===== src/rtl/uart_loop_bist_if.sv =====
// ---------------------------------------------------------------------------
// uart_loop_bist_if
//   Connection between the BIST sequencer and the uart_tx/uart_recv loopback
//   pair.
//
//   tx_en    : one-cycle transmit strobe (sequencer -> uart_tx)
//   tx_din   : byte to transmit, valid while tx_en=1
//   tx_busy  : transmitter busy (uart_tx -> sequencer)
//   rec_en   : receiver enable level (sequencer -> uart_recv)
//   rec_dout : received byte, valid once rec_busy falls
//   rec_busy : receiver busy during frame reception
//
//   master : sequencer side
//   slave  : UART pair side
// ---------------------------------------------------------------------------
interface uart_loop_bist_if;
  logic       tx_en;
  logic [7:0] tx_din;
  logic       tx_busy;
  logic       rec_en;
  logic [7:0] rec_dout;
  logic       rec_busy;

  modport master (
    output tx_en, tx_din, rec_en,
    input  tx_busy, rec_dout, rec_busy
  );

  modport slave (
    input  tx_en, tx_din, rec_en,
    output tx_busy, rec_dout, rec_busy
  );
endinterface


===== src/rtl/uart_loop_bist.sv =====
// ---------------------------------------------------------------------------
// uart_loop_bist
//   Built-in self-test sequencer for the UART loopback datapath. Sends
//   NUM_BYTES LFSR-generated bytes through uart_tx, waits for each to come
//   back through uart_recv, and counts mismatches and per-byte timeouts.
//
//   Parameters:
//     CLK_FREQ  : system clock frequency in Hz
//     UART_BPS  : line rate; sets the per-byte timeout
//     NUM_BYTES : bytes per test run (1..256)
//
//   Ports:
//     sys_clk   : system clock, rising edge
//     sys_rst_n : asynchronous active-low reset
//     start     : one-cycle pulse, starts a run (honoured only when idle)
//     abort     : level, cancels a run in progress
//     seed      : LFSR seed, sampled on an accepted start
//     uart      : tx/rx handshake to the loopback pair (master side)
//     busy      : run in progress
//     done      : one-cycle pulse at run completion
//     pass      : last run finished with err_cnt == 0
//     err_cnt   : mismatches plus timeouts, saturating at 255
// ---------------------------------------------------------------------------
module uart_loop_bist #(
  parameter int CLK_FREQ  = 50000000,
  parameter int UART_BPS  = 115200,
  parameter int NUM_BYTES = 16
) (
  input  logic             sys_clk,
  input  logic             sys_rst_n,
  input  logic             start,
  input  logic             abort,
  input  logic [7:0]       seed,
  uart_loop_bist_if.master uart,
  output logic             busy,
  output logic             done,
  output logic             pass,
  output logic [7:0]       err_cnt
);

  // A frame is 10 bit times; allowing 24 leaves room for a slow receiver
  // and the arm/check overhead without masking a dead loopback.
  localparam int TO_CYC = 24 * (CLK_FREQ / UART_BPS);
  localparam int TO_W   = $clog2(TO_CYC + 1);

  typedef enum logic [2:0] {
    S_IDLE,
    S_ARM,
    S_SEND,
    S_WAIT_RX,
    S_CHECK,
    S_NEXT,
    S_DONE
  } state_t;

  state_t          state;
  state_t          next_state;
  logic [7:0]      lfsr;
  logic [7:0]      expected;
  logic [7:0]      idx;
  logic [TO_W-1:0] to_cnt;
  logic            seen_rx;
  logic            err_inc;

  // seen_rx is registered, so the fall of rec_busy is recognised one cycle
  // after it happens; rec_dout is stable by then.
  logic rx_fall;
  logic timeout;
  logic last_byte;

  assign rx_fall   = seen_rx && !uart.rec_busy;
  assign timeout   = (to_cnt == TO_W'(TO_CYC - 1));
  assign last_byte = (idx == 8'(NUM_BYTES - 1));

  // Fibonacci LFSR, taps 8,6,5,4.
  function automatic logic [7:0] lfsr_step(input logic [7:0] v);
    return {v[6:0], v[7] ^ v[5] ^ v[4] ^ v[3]};
  endfunction

  // NOTE: state and datapath registers use non-blocking assignments so every
  // flop samples the pre-edge values of its neighbours.
  always_ff @(posedge sys_clk or negedge sys_rst_n) begin
    if (!sys_rst_n) state <= S_IDLE;
    else            state <= next_state;
  end

  // NOTE: every output of this block is given a default first, so no path
  // leaves a value unassigned and no latch is inferred.
  always_comb begin
    next_state = state;
    err_inc    = 1'b0;
    case (state)
      S_IDLE:    if (start) next_state = S_ARM;
      S_ARM:     if (!uart.tx_busy && !uart.rec_busy) next_state = S_SEND;
      S_SEND:    next_state = S_WAIT_RX;
      S_WAIT_RX: begin
        if (rx_fall) begin
          next_state = S_CHECK;
        end else if (timeout) begin
          next_state = S_NEXT;
          err_inc    = 1'b1;
        end
      end
      S_CHECK: begin
        next_state = S_NEXT;
        err_inc    = (uart.rec_dout != expected);
      end
      S_NEXT:    next_state = last_byte ? S_DONE : S_ARM;
      S_DONE:    next_state = S_IDLE;
      default:   next_state = S_IDLE;
    endcase

    // Abort beats everything except a start seen in IDLE; the error count
    // is frozen at its current value.
    if (abort && state != S_IDLE) begin
      next_state = S_IDLE;
      err_inc    = 1'b0;
    end
  end

  always_ff @(posedge sys_clk or negedge sys_rst_n) begin
    if (!sys_rst_n) begin
      uart.tx_en  <= 1'b0;
      uart.tx_din <= 8'h00;
      uart.rec_en <= 1'b0;
      busy        <= 1'b0;
      done        <= 1'b0;
      pass        <= 1'b0;
      err_cnt     <= 8'h00;
      lfsr        <= 8'h01;
      expected    <= 8'h00;
      idx         <= 8'h00;
      to_cnt      <= '0;
      seen_rx     <= 1'b0;
    end else begin
      uart.tx_en <= 1'b0;
      done       <= 1'b0;

      case (state)
        S_IDLE: begin
          if (start) begin
            // An all-zero seed would lock the LFSR at zero.
            lfsr        <= (seed == 8'h00) ? 8'h01 : seed;
            idx         <= 8'h00;
            err_cnt     <= 8'h00;
            pass        <= 1'b0;
            busy        <= 1'b1;
            uart.rec_en <= 1'b1;
          end
        end
        S_ARM: begin
          // Outputs are registered, so the SEND-state strobe is loaded on
          // the edge that enters SEND.
          if (next_state == S_SEND) begin
            uart.tx_en  <= 1'b1;
            uart.tx_din <= lfsr;
            expected    <= lfsr;
            to_cnt      <= '0;
            seen_rx     <= 1'b0;
          end
        end
        S_WAIT_RX: begin
          to_cnt <= to_cnt + TO_W'(1);
          if (uart.rec_busy) seen_rx <= 1'b1;
        end
        S_NEXT: begin
          if (next_state == S_ARM) begin
            idx  <= idx + 8'd1;
            lfsr <= lfsr_step(lfsr);
          end else if (next_state == S_DONE) begin
            done        <= 1'b1;
            pass        <= (err_cnt == 8'h00);
            busy        <= 1'b0;
            uart.rec_en <= 1'b0;
          end
        end
        default: ;
      endcase

      if (err_inc && err_cnt != 8'hFF) err_cnt <= err_cnt + 8'd1;

      if (abort && state != S_IDLE) begin
        busy        <= 1'b0;
        uart.rec_en <= 1'b0;
        pass        <= 1'b0;
      end
    end
  end

endmodule


===== src/flat_wrapper.sv =====
// flat-port wrapper written by rule: the top's interface ports become plain ports
module uart_loop_bist_flat 
#(
  parameter int CLK_FREQ  = 50000000,
  parameter int UART_BPS  = 115200,
  parameter int NUM_BYTES = 16
)
  (sys_clk, sys_rst_n, start, abort, seed, busy, done, pass, err_cnt, uart_tx_en, uart_tx_din, uart_rec_en, uart_tx_busy, uart_rec_dout, uart_rec_busy);
  uart_loop_bist_if uart_i ();
  input  logic sys_clk;
  input  logic sys_rst_n;
  input  logic start;
  input  logic abort;
  input  logic [7:0] seed;
  output logic busy;
  output logic done;
  output logic pass;
  output logic [7:0] err_cnt;
  output wire logic [$bits(uart_i.tx_en)-1:0] uart_tx_en;
  output wire logic [$bits(uart_i.tx_din)-1:0] uart_tx_din;
  output wire logic [$bits(uart_i.rec_en)-1:0] uart_rec_en;
  input wire logic [$bits(uart_i.tx_busy)-1:0] uart_tx_busy;
  input wire logic [$bits(uart_i.rec_dout)-1:0] uart_rec_dout;
  input wire logic [$bits(uart_i.rec_busy)-1:0] uart_rec_busy;
  assign uart_tx_en = uart_i.tx_en;
  assign uart_tx_din = uart_i.tx_din;
  assign uart_rec_en = uart_i.rec_en;
  assign uart_i.tx_busy = uart_tx_busy;
  assign uart_i.rec_dout = uart_rec_dout;
  assign uart_i.rec_busy = uart_rec_busy;
  uart_loop_bist #(.CLK_FREQ(CLK_FREQ), .UART_BPS(UART_BPS), .NUM_BYTES(NUM_BYTES)) u_core (.sys_clk(sys_clk), .sys_rst_n(sys_rst_n), .start(start), .abort(abort), .seed(seed), .uart(uart_i), .busy(busy), .done(done), .pass(pass), .err_cnt(err_cnt));
endmodule

===== config.mk =====
export PLATFORM = sky130hd
export DESIGN_NAME = uart_loop_bist_flat
export DESIGN_NICKNAME = d
export VERILOG_FILES = /design/src/rtl/uart_loop_bist_if.sv /design/src/rtl/uart_loop_bist.sv /design/src/flat_wrapper.sv
export SDC_FILE = /design/constraint.sdc
export NUM_CORES = 1
export LEC_CHECK = 0
export ABC_AREA = 0
export CORE_MARGIN = 4
export CORE_UTILIZATION = 25
export CTS_BUF_LIST = sky130_fd_sc_hd__clkbuf_8
export CTS_CLUSTER_DIAMETER = 50
export DETAILED_ROUTE_END_ITERATION = 10
export PLACE_DENSITY_LB_ADDON = 0.08
export SETUP_SLACK_MARGIN = 0.05
export SLEW_MARGIN = 30
export SYNTH_ARGS = -nofsm -noshare
export SYNTH_HDL_FRONTEND = slang
export SYNTH_SLANG_ARGS = --single-unit

===== constraint.sdc =====
create_clock -name sys_clk -period 2.75 [get_ports sys_clk]
set_input_delay 0.4125 -clock sys_clk [delete_from_list [all_inputs] [get_ports sys_clk]]
set_output_delay 0.4125 -clock sys_clk [all_outputs]
set_load 0.02 [all_outputs]

Word level (Yosys, flattened, before mapping) --
Cells that the tools add are included.
Word-level totals: word-level logic and storage cells 97, memories 0, RAM bits 0, bits in latches 0, memory bits (read-only) 0, flip-flop bits (word level) 54, input bits 22, output and inout port bits 21
Operators by class: multiply operators 0, $add $sub $neg 3, eq/ne operators 19, bitwise gates (word level) 3, multiplexer cells 40, div/mod/pow operators 0, reduce and logical (&&, ||, !) cells 21, shift-type cells 0, order comparisons 0
Operators with widths (number):
- 2-to-1 mux 8 bit | 7
- case mux 8 bit (2 select lines) | 2
- case mux 14 bit (2 select lines) | 1
- 2-to-1 mux 1 bit | 18
- 2-to-1 mux 3 bit | 6
- case mux 3 bit (6 select lines) | 1
- adder 8 x 1 -> 8 bit, second input constant | 2
- logical NOT 8 bit | 2
- adder 14 x 1 -> 14 bit, second input constant | 1
- equality test 14 bit, second input constant | 1
- 2-to-1 mux 14 bit | 1
- equality test 3 x 2 -> 1 bit, second input constant | 3
- equality test 3 bit, second input constant | 3
- equality test 8 x 4 -> 1 bit, second input constant | 1
- inequality test 8 bit | 1
- inequality test 8 bit, second input constant | 1
- case mux 1 bit (2 select lines) | 4
- nonzero test 2 bit | 4
- equality test 3 x 1 -> 1 bit, second input constant | 2
- inequality test 3 x 2 -> 1 bit, second input constant | 2
- AND reduction 2 bit | 3
- AND reduction 3 bit | 2
- nonzero test 3 bit | 2
- logical AND 1 bit | 4
- other kinds (7) | 12

Longest topological paths before layout --
Gate-level depths: netlist of run 1.
word-level depth 10, mapped depth 8, gate-level depth less buffers 7

Least setup slack after synthesis of run 1 --
OpenSTA, ideal clock, no wires.
kind reg2reg, start point reg u_core.expected[6], end point reg u_core.err_cnt[1], clock period less this slack 1.804 ns, cell stages (with the launch flop) 6, required time 2.622 ns, setup slack 0.946 ns, arrival 1.676 ns, library setup time 0.128 ns, buffers on the path 0, cell sequence dfrtp_1 > xor2_1 > nor4_2 > a21oi_1 > o21ai_2 > mux2_1
Between the ends: longest elaborated chain between the ends 6, elaborated cells between the ends (all ways) 8, those cells by class eq/ne: 1; mux: 3; reduce/logical: 4
Ends and longest elaborated chain:
- from (decl) | RTL line uart_loop_bist.sv:59 | logic [7:0] expected;
- from (signal assigned) | RTL line uart_loop_bist.sv:157 | expected <= lfsr;
- inequality test 8 bit (*) | RTL line uart_loop_bist.sv:106 | err_inc = (uart.rec_dout != expected);
- case mux 1 bit (2 select lines) (*) | RTL line uart_loop_bist.sv:92 | case (state)
- 2-to-1 mux 1 bit (*) | RTL line uart_loop_bist.sv:115 | if (abort && state != S_IDLE) begin
- logical AND 1 bit (*) | RTL line uart_loop_bist.sv:180 | if (err_inc && err_cnt != 8'hFF) err_cnt <= err_cnt + 8'd1;
- nonzero test 2 bit (no line)
- AND reduction 2 bit (no line)
- to (signal assigned) | RTL line uart_loop_bist.sv:180
- to (decl) | RTL line uart_loop_bist.sv:38 | output logic [7:0] err_cnt
Mark *: on every way between the ends. The rest lies on a longest branch, timed or not. A chain may end at the register's enable or synchronous reset.

Worst setup path after layout of run 1 --
start point in uart_rec_dout[6], end point reg u_core.err_cnt[1]
Between the ends: longest elaborated chain between the ends 6, elaborated cells between the ends (all ways) 8, those cells by class eq/ne: 1; mux: 3; reduce/logical: 4
Ends and longest elaborated chain:
- from (decl) | RTL line flat_wrapper.sv:23 | input wire logic [$bits(uart_i.rec_dout)-1:0] uart_rec_dout;
- inequality test 8 bit (*) | RTL line uart_loop_bist.sv:106
- case mux 1 bit (2 select lines) (*) | RTL line uart_loop_bist.sv:92
- 2-to-1 mux 1 bit (*) | RTL line uart_loop_bist.sv:115
- logical AND 1 bit (*) | RTL line uart_loop_bist.sv:180
- nonzero test 2 bit (no line)
- AND reduction 2 bit (no line)
Marked as above.

==> results of run 1 <==
layer usage:
metal / global-route usage, % / vias to the layer above / share of wire (%)
met1: 16.77 / 1166 / 50
li1: - / 1257 / -
met5: 0 / - / 0
met4: 3.440 / 0 / 1.2
met3: 2.519 / 6 / 2.5
met2: 19.34 / 35 / 47
placed cells by master, fill, tap and decap left out, types with 2 or more instances in the layout:
cell             instances
and2_1                   5
or2_2                    2
a21o_1                   2
dfrtp_1                 53
xnor2_1                 11
xor2_1                   8
clkinv_2                 2
clkbuf_8                 5
buf_4                    6
and3b_1                  2
a31oi_1                  4
nor4_2                   3
ha_1                     4
o221ai_1                 4
o21ai_2                  2
nand2b_1                 2
nand3_1                 12
mux2i_1                  4
a211oi_1                 2
a31o_2                   2
o22ai_1                  7
nor2b_1                  4
nand4_1                 11
o21ai_0                 21
nand2_1                 55
nor2_1                  40
and4_1                   3
and3_1                   4
a21oi_1                 11
nor3_1                   5
clkdlybuf4s50_1         41
nor4_1                   4
inv_1                    6
logic make-up after synthesis:
| kind of cell | share of synthesized area, % |
|---|---|
| and+or+nand+nor | 27.43 |
| AOI/OAI and AO/OA | 15.06 |
| DFF | 45.48 |
| muxes | 2.230 |
| adders and majority gates | 1.683 |
| buffers and inverters | 2.524 |
| xor gates and xnor gates | 5.595 |
cell type report:
type / instances / area, um^2 / share of cell area, %
multi-input combinational: 257 / 1546 / 42.26
sequential: 54 / 1353 / 36.96
timing repair buffer: 49 / 480.5 / 13.13
tap: 143 / 178.9 / 4.889
clock buffer: 5 / 68.82 / 1.880
inverter: 5 / 18.77 / 0.5128
clock inverter: 3 / 13.76 / 0.3761
worst paths after layout:
path | startpoint | end | slack [ns] | cells after the start
hold reg to reg | u_core.lfsr[0]$_DFFE_PN1P_ | u_core.expected[0]$_DFFE_PN0P_ | 0.51 | 2
setup / recovery | uart_rec_dout[6] | u_core.err_cnt[1]$_DFFE_PN0P_ | 0.68 | 6
max in group asynchronous | sys_rst_n | u_core.state[2]$_DFF_PN0_ | 2.04 | 2
setup reg to reg | u_core.state[2]$_DFF_PN0_ | u_core.idx[7]$_DFFE_PN0P_ | 0.68 | 5
hold / removal | sys_rst_n | u_core.to_cnt[6]$_DFFE_PN0P_ | 0.11 | 1
min in group sys_clk | u_core.lfsr[0]$_DFFE_PN1P_ | u_core.expected[0]$_DFFE_PN0P_ | 0.51 | 2
per-stage QoR:
stage	cell area, um^2	std cells	utilization [%]
after CTS	3660	516	31.78
final	3660	516	31.78
after global routing	3660	516	31.78
after global placement	3577	508	31.06
after floorplan	2974	327	-
after detailed placement	3577	508	31.06
power by group through the flow:
stage	Sequential (W)	Combinational (W)	Clock, W
5_1_grt	0.00127	0.00111	0.000496
6_report	0.00123	0.000987	0.000450
4_1_cts	0.00124	0.00101	0.000480
2_1_floorplan	0.00124	0.000607	0
3_5_place_dp	0.00125	0.00100	0
3_3_place_gp	0.00125	0.00100	0
flip-flops by register name, summed over array words and instances, names as in the netlist:
name,count
u_core.done,1
u_core.seen_rx,1
u_core.expected,8
u_core.err_cnt,8
u_core.busy,1
u_core.state,3
u_core.to_cnt,14
u_core.pass,1
u_core.idx,8
u_core.lfsr,8
u_core.uart.tx_en,1
==> results by group, run 1 <==
Worst setup path
  – Crit path max-delay family: compound AO/OA/AOI/OAI gates
  – Buf/Inv on CP: 1
  – Crit path max fanout: 5
  – WP data required: 2.96 ns
  – Cells along the critical path: clkdlybuf4s50_1 -> xor2_1 -> nor4_2 -> a21oi_1 -> o21ai_2 -> mux2_1
  – Slowest-stage cell, CP: nor4_2
  – Critical path endpoint category: flip-flop
  – Crit Path Class: in -> reg
  – CP peak stage delay: about 0.44 ns
  – Worst Path Arrival: 2.28 ns
  – Startpoint type of the worst setup path: input port

Global routing
  – Global-route wire length before repair: 13010 um
  – Initial antenna violation count: 0
  – GR Util All Layers: 12.15%
  – Largest net degree at the start of global routing: 29
  – Congestion Overflow GR: 0
  – Vias in the first global route: between 2000 and 2500

Clock network
  – Clk Latency, worst-skew pair: 0.32 ns
  – Cts bufs inserted: 5
  – CTS tree: built
  – Longest Clk Path Bufs: 2
  – Number of H-tree levels: 2
  – Hold-fix buffers at CTS: 0
  – CTS resizes: 0
  – Clock Root Buffer: clkbuf_8
  – CTS Sinks: between 50 and 60
  – Postcts setup bufs: 0
  – Worst-path clk slew: about 0.1 ns

Pwr
  – Leak Pwr: 1.566 nW
  – P_sw: 0.001056 W
  – Logic pwr share: between 30% and 40%
  – Power Dens Cells: 729.5 nW/um^2
  – Tot Pwr: around 0.0027 W
  – Int Pwr: 0.001614 W
  – Sequential share of power: 46.1%
  – Worst VDD drop: between 400 and 500 uV
  – Clock group share of total power: 16.9%
  – Sw frac: about two fifths

Logic synthesis
  – Yosys top cell area share: 44.59%
  – Yosys Warn Count: 0
  – Post-synthesis sequential area ratio: 45.48%
  – Asr flop ratio synth: 100.0%
  – Largest cells by area after synthesis: dfrtp_1, nand2_1, nor2_1, o21ai_0, xnor2_1
  – Syn Area/Cell: 9.095 um^2
  – Mapped Cells: 327
  – Syn nets: 353
  – Synth top cells by count: nand2_1, dfrtp_1, nor2_1, o21ai_0, nand3_1
  – Synth unique cells: 56
  – Post-synth top flop: dfrtp_1
  – Count of flip-flops with a built-in enable after synthesis: 0
  – Mapped Area: 2974 um^2
  – Seq cells post-synth: 54
  – Synth area leader: dfrtp_1
  – Most frequent cell after synthesis: nand2_1

Final layout
  – Nets: 398
  – Number of diodes: 0
  – Area delta synth->final: 23.05%
  – Share of layout cells above drive strength 1: 8.847%
  – Fill cell count: 1254

STA
  – Clock Skew: 0.008247 ns
  – Final Cycle Share: approximately three quarters
  – Final Critical Period: 2.070 ns
  – Hold Slack: 0.1081 ns
  – Pins Over Slew Limit: 0
  – Crit path setup slack, layout: 0.6802 ns
  – Fin. Hold Viols: 0
  – Finish-stage setup viols: 0
  – Total Negative Setup Slacks: 0 ns
  – RSZ-0062 raised after global routing: no
  – Relative slew margins: 56.44%
  – Worst slew pin tran: 0.6534 ns
  – FMAX: 483.1 MHz

Drt
  – Residual DRC count: 0
  – DRT iter0 DRCs: 130
  – DR vias/cell: roughly 4.8
  – First-pass iteration count of the detailed router: 4
  – Routed wire length: a little under 8000 um
  – Vias: between 2000 and 2500
  – Routed wire length per instance: 15.27 um
  – Post-route ant nets: 0

Die
  – Die area: 13710 um^2
  – # IOs: 43
  – Die height: 117.1 um
  – Row cnt: 39
  – Die X-Extent: 117.1 um
  – Core ar.: 11520 um^2
  – Initial core utilization: 25.83%

Hold path
  – Worst min path class: in -> async

Outcome
  – Status: finished, final reports clean

Placement
  – Gpl congestion: 0.7246
  – Hpwl dp: 5780 um
  – Port bufs: 42
  – Post-Place Worst Slack: roughly 0.28 ns

Run
  – # Max-Cap Violations: 0
(Power assumes the default switching activity.)
==> run 2, diff against run 1 <==
- clock period: 2.75 -> 1.7 ns (I/O delays scaled with it)
==> run 2 against run 1 <==
Net effect:
- the flow now finishes with violations (negative setup slack)
- first-iteration DRC count fell by 14%
- setup slack worse by 0.75 ns
- clock power rose by 140%
- cell area is 26% higher
- cell count is 14% higher
- sequential share of layout area is 7.5 points lower
- critical path type is now reg -> reg
==> results by group, run 2 (same netlist as run 1, synthesis figures left out) <==
Outcome
  – Status: complete, but fails checks
  – Failing checks: negative setup slack

Final layout
  – Fill cell count: 1202 (-4.1%)
  – Area delta synth->final: 55.24%
  – Share of layout cells above drive strength 1: 34.46% (+26 points)
  – Util after Layout: 40.09% (+8.3 points)
  – Number of diodes: 0 (unchanged)
  – Commonest cells after routing, fill and taps aside: buf_4, nand2_1, dfrtp_1, clkdlybuf4s50_1, nor2_1
  – Max reg flops: 14 (unchanged)
  – Nets: 469 (+18%)
  – Most common cell after layout, fill and taps aside: buf_4
  – Largest Register: u_core.to_cnt

STA
  – Relative slew margins: 68.77% (+12 points)
  – Final Cycle Share: 104.3%
  – Pins Over Slew Limit: 0 (unchanged)
  – Finish-stage setup viols: 17 (+17)
  – Fin. Hold Viols: 0 (unchanged)
  – RSZ-0062 raised after global routing: yes
  – Worst slew pin tran: 0.4685 ns (-0.1849 ns)
  – Clock Skew: 0.009498 ns (+0.001252 ns)
  – Crit path setup slack, layout: -0.07329 ns (-0.7535 ns)
  – Hold Slack: 0.4275 ns (+0.3194 ns)
  – Final Critical Period: approximately 1.8 ns
  – FMAX: 563.9 MHz

Drt
  – Post-route ant nets: 0 (unchanged)
  – Routed wire length per instance: 14.35 um (-6.0%)
  – Residual DRC count: 0 (unchanged)
  – DRT iter0 DRCs: 112 (-14%)
  – Routed wire length: 8421 um (+6.9%)
  – DR vias/cell: 4.729 (-0.96%)
  – Vias: 2776 (+13%)
  – First-pass iteration count of the detailed router: 4 (unchanged)

Worst setup path
  – Most frequent CP cell: o21ai_4
  – Crit path max fanout: 7 (+2)
  – Cells along the critical path: or4_4 -> o21ai_4 -> buf_6 -> o21ai_4 -> buf_12 -> nor2_4 -> nor2_2
  – Critical path endpoint category: flip-flop
  – Worst reg2reg path startpoint: u_core.idx[6]$_DFFE_PN0P_
  – Worst Path Arrival: 1.98 ns (-0.30 ns)
  – FF-to-FF setup slack: -0.07 ns (-0.75 ns)
  – Startpoint type of the worst setup path: flip-flop
  – Crit Path Class: reg -> reg
  – WP data required: 1.91 ns (-1.05 ns)
  – Cells on worst reg2reg path: 7 (+2)
  – Slowest-stage cell, CP: or4_4
  – CP peak stage delay: 0.58 ns (+0.14 ns)
  – Reg2reg end: u_core.lfsr[4]$_DFFE_PN0P_

Clock network
  – CTS tree: built
  – Number of H-tree levels: 2 (unchanged)
  – Clk Latency, worst-skew pair: 0.31 ns (about the same)
  – CTS Sinks: 54 (unchanged)
  – Clock Root Buffer: clkbuf_8
  – Worst-path clk slew: 0.11 ns (about the same)
  – Longest Clk Path Bufs: 2 (unchanged)
  – Cts bufs inserted: 5 (unchanged)

Die
  – Row cnt: 39 (unchanged)
  – # IOs: 43 (unchanged)
  – Core ar.: 11520 um^2 (unchanged)
  – Die area: 13710 um^2 (unchanged)
  – Die X-Extent: 117.1 um (unchanged)
  – Die height: 117.1 um (unchanged)
  – Initial core utilization: 25.83% (unchanged)

Global routing
  – Initial antenna violation count: 0 (unchanged)
  – Congestion Overflow GR: 0 (unchanged)
  – Vias in the first global route: 2902 (+18%)
  – Global-route wire length before repair: 14370 um (+10%)
  – GR Util All Layers: 13.13% (+0.99 points)
  – Largest net degree at the start of global routing: 23 (-21%)

Pwr
  – Tot Pwr: 0.005453 W (+100%)
  – Power Dens Cells: 1181 nW/um^2 (+62%)
  – Leak Pwr: 2.054 nW (+31%)
  – Worst VDD drop: 634.0 uV (+51%)

Placement
  – Port bufs: 42 (unchanged)
  – Gpl congestion: 0.7520 (+3.8%)
  – Hpwl dp: 6343 um (+9.7%)

Hold path
  – Worst min path class: in -> async

Run
  – # Max-Cap Violations: 0 (unchanged)
==> run 2: changes by cell type in the layout (fill, tap and decap cells not counted), moves of 5 or more <==
| cell | change |
|---|---|
| dfrtp_2 | +5 |
| o22ai_2 | +6 |
| clkdlybuf4s50_1 | -14 |
| dfrtp_1 | -5 |
| nor2_1 | -15 |
| nor2_4 | +11 |
| buf_6 | +6 |
| buf_4 | +58 |
| o21ai_1 | +10 |
| o22ai_1 | -6 |
| o21ai_0 | -11 |
| dlygate4sd2_1 | +14 |
==> run 2: what timing repair did <==
action | 4_1_cts | 5_1_grt
pin swaps | 32 | 15
endpoints found under the setup margin | 44 | 41
hold buffers | 1 | 0
buffers inserted | 3 | 2
gates cloned | 1 | 1
hold endpoints to repair | 15 | 0
resized for setup | 51 | 38
==> run 2: how the worst max path moves through the flow <==
stage	to	slack [ns]	startpoint	cells past startpoint
4_1_cts	u_core.err_cnt[1]$_DFFE_PN0P_	-0.14	u_core.expected[6]$_DFFE_PN0P_	6
5_1_grt	u_core.err_cnt[1]$_DFFE_PN0P_	-0.18	u_core.expected[5]$_DFFE_PN0P_	6
2_1_floorplan	u_core.err_cnt[1]$_DFFE_PN0P_	-0.05	u_core.expected[2]$_DFFE_PN0P_	5
3_5_place_dp	u_core.err_cnt[1]$_DFFE_PN0P_	-0.41	uart_rec_dout[1]	7
3_3_place_gp	u_core.err_cnt[1]$_DFFE_PN0P_	-0.39	uart_rec_dout[1]	7
6_report	u_core.lfsr[4]$_DFFE_PN0P_	-0.07	u_core.idx[6]$_DFFE_PN0P_	7
==> run 2: final cells by class <==
| cell class | count | area [um^2] | area share [%] |
|---|---|---|---|
| tap | 143 | 178.9 | 3.875 |
| sequential | 54 | 1359 | 29.43 |
| timing repair buffer | 120 | 1089 | 23.58 |
| inverter | 5 | 18.77 | 0.4065 |
| clock buffer | 6 | 82.58 | 1.789 |
| clock inverter | 2 | 60.06 | 1.301 |
| multi-input combinational | 257 | 1829 | 39.62 |
==> run 2: power by group <==
group	internal (W)	total (W)	switching, W
combinational	0.00122	0.00243	0.00122
clock	0.000629	0.00108	0.000450
sequential	0.00162	0.00194	0.000327
total	0.00346	0.00545	0.00199
==> run 2: layer usage <==
| metal | share of wire, % | track usage, % |
|---|---|---|
| met2 | 48 | 22.26 |
| met3 | 2.4 | 1.954 |
| met5 | 0 | 0 |
| met1 | 48 | 17.98 |
| met4 | 0.63 | 2.523 |
==> run 2: per-stage QoR <==
step	area [um^2]	cells	setup WS (ns)	setup TNS [ns]
after detailed placement	4175	572	-0.4082	-7.918
after global routing	4617	587	-0.1752	-2.806
after floorplan	3033	327	-0.05420	-0.08466
final	4617	587	-0.07329	-0.8131
after global placement	4175	572	-0.3924	-7.587
after CTS	4483	584	-0.1421	-1.962
==> run 2: worst max-delay path: cells and delay by family, from the launching register on <==
| family | cells | cell delay [ns] |
|---|---|---|
| DFF | 1 | 0.39 |
| buffers and inverters | 2 | 0.30 |
| and+or+nand+nor | 3 | 0.69 |
| AOI/OAI and AO/OA | 2 | 0.28 |
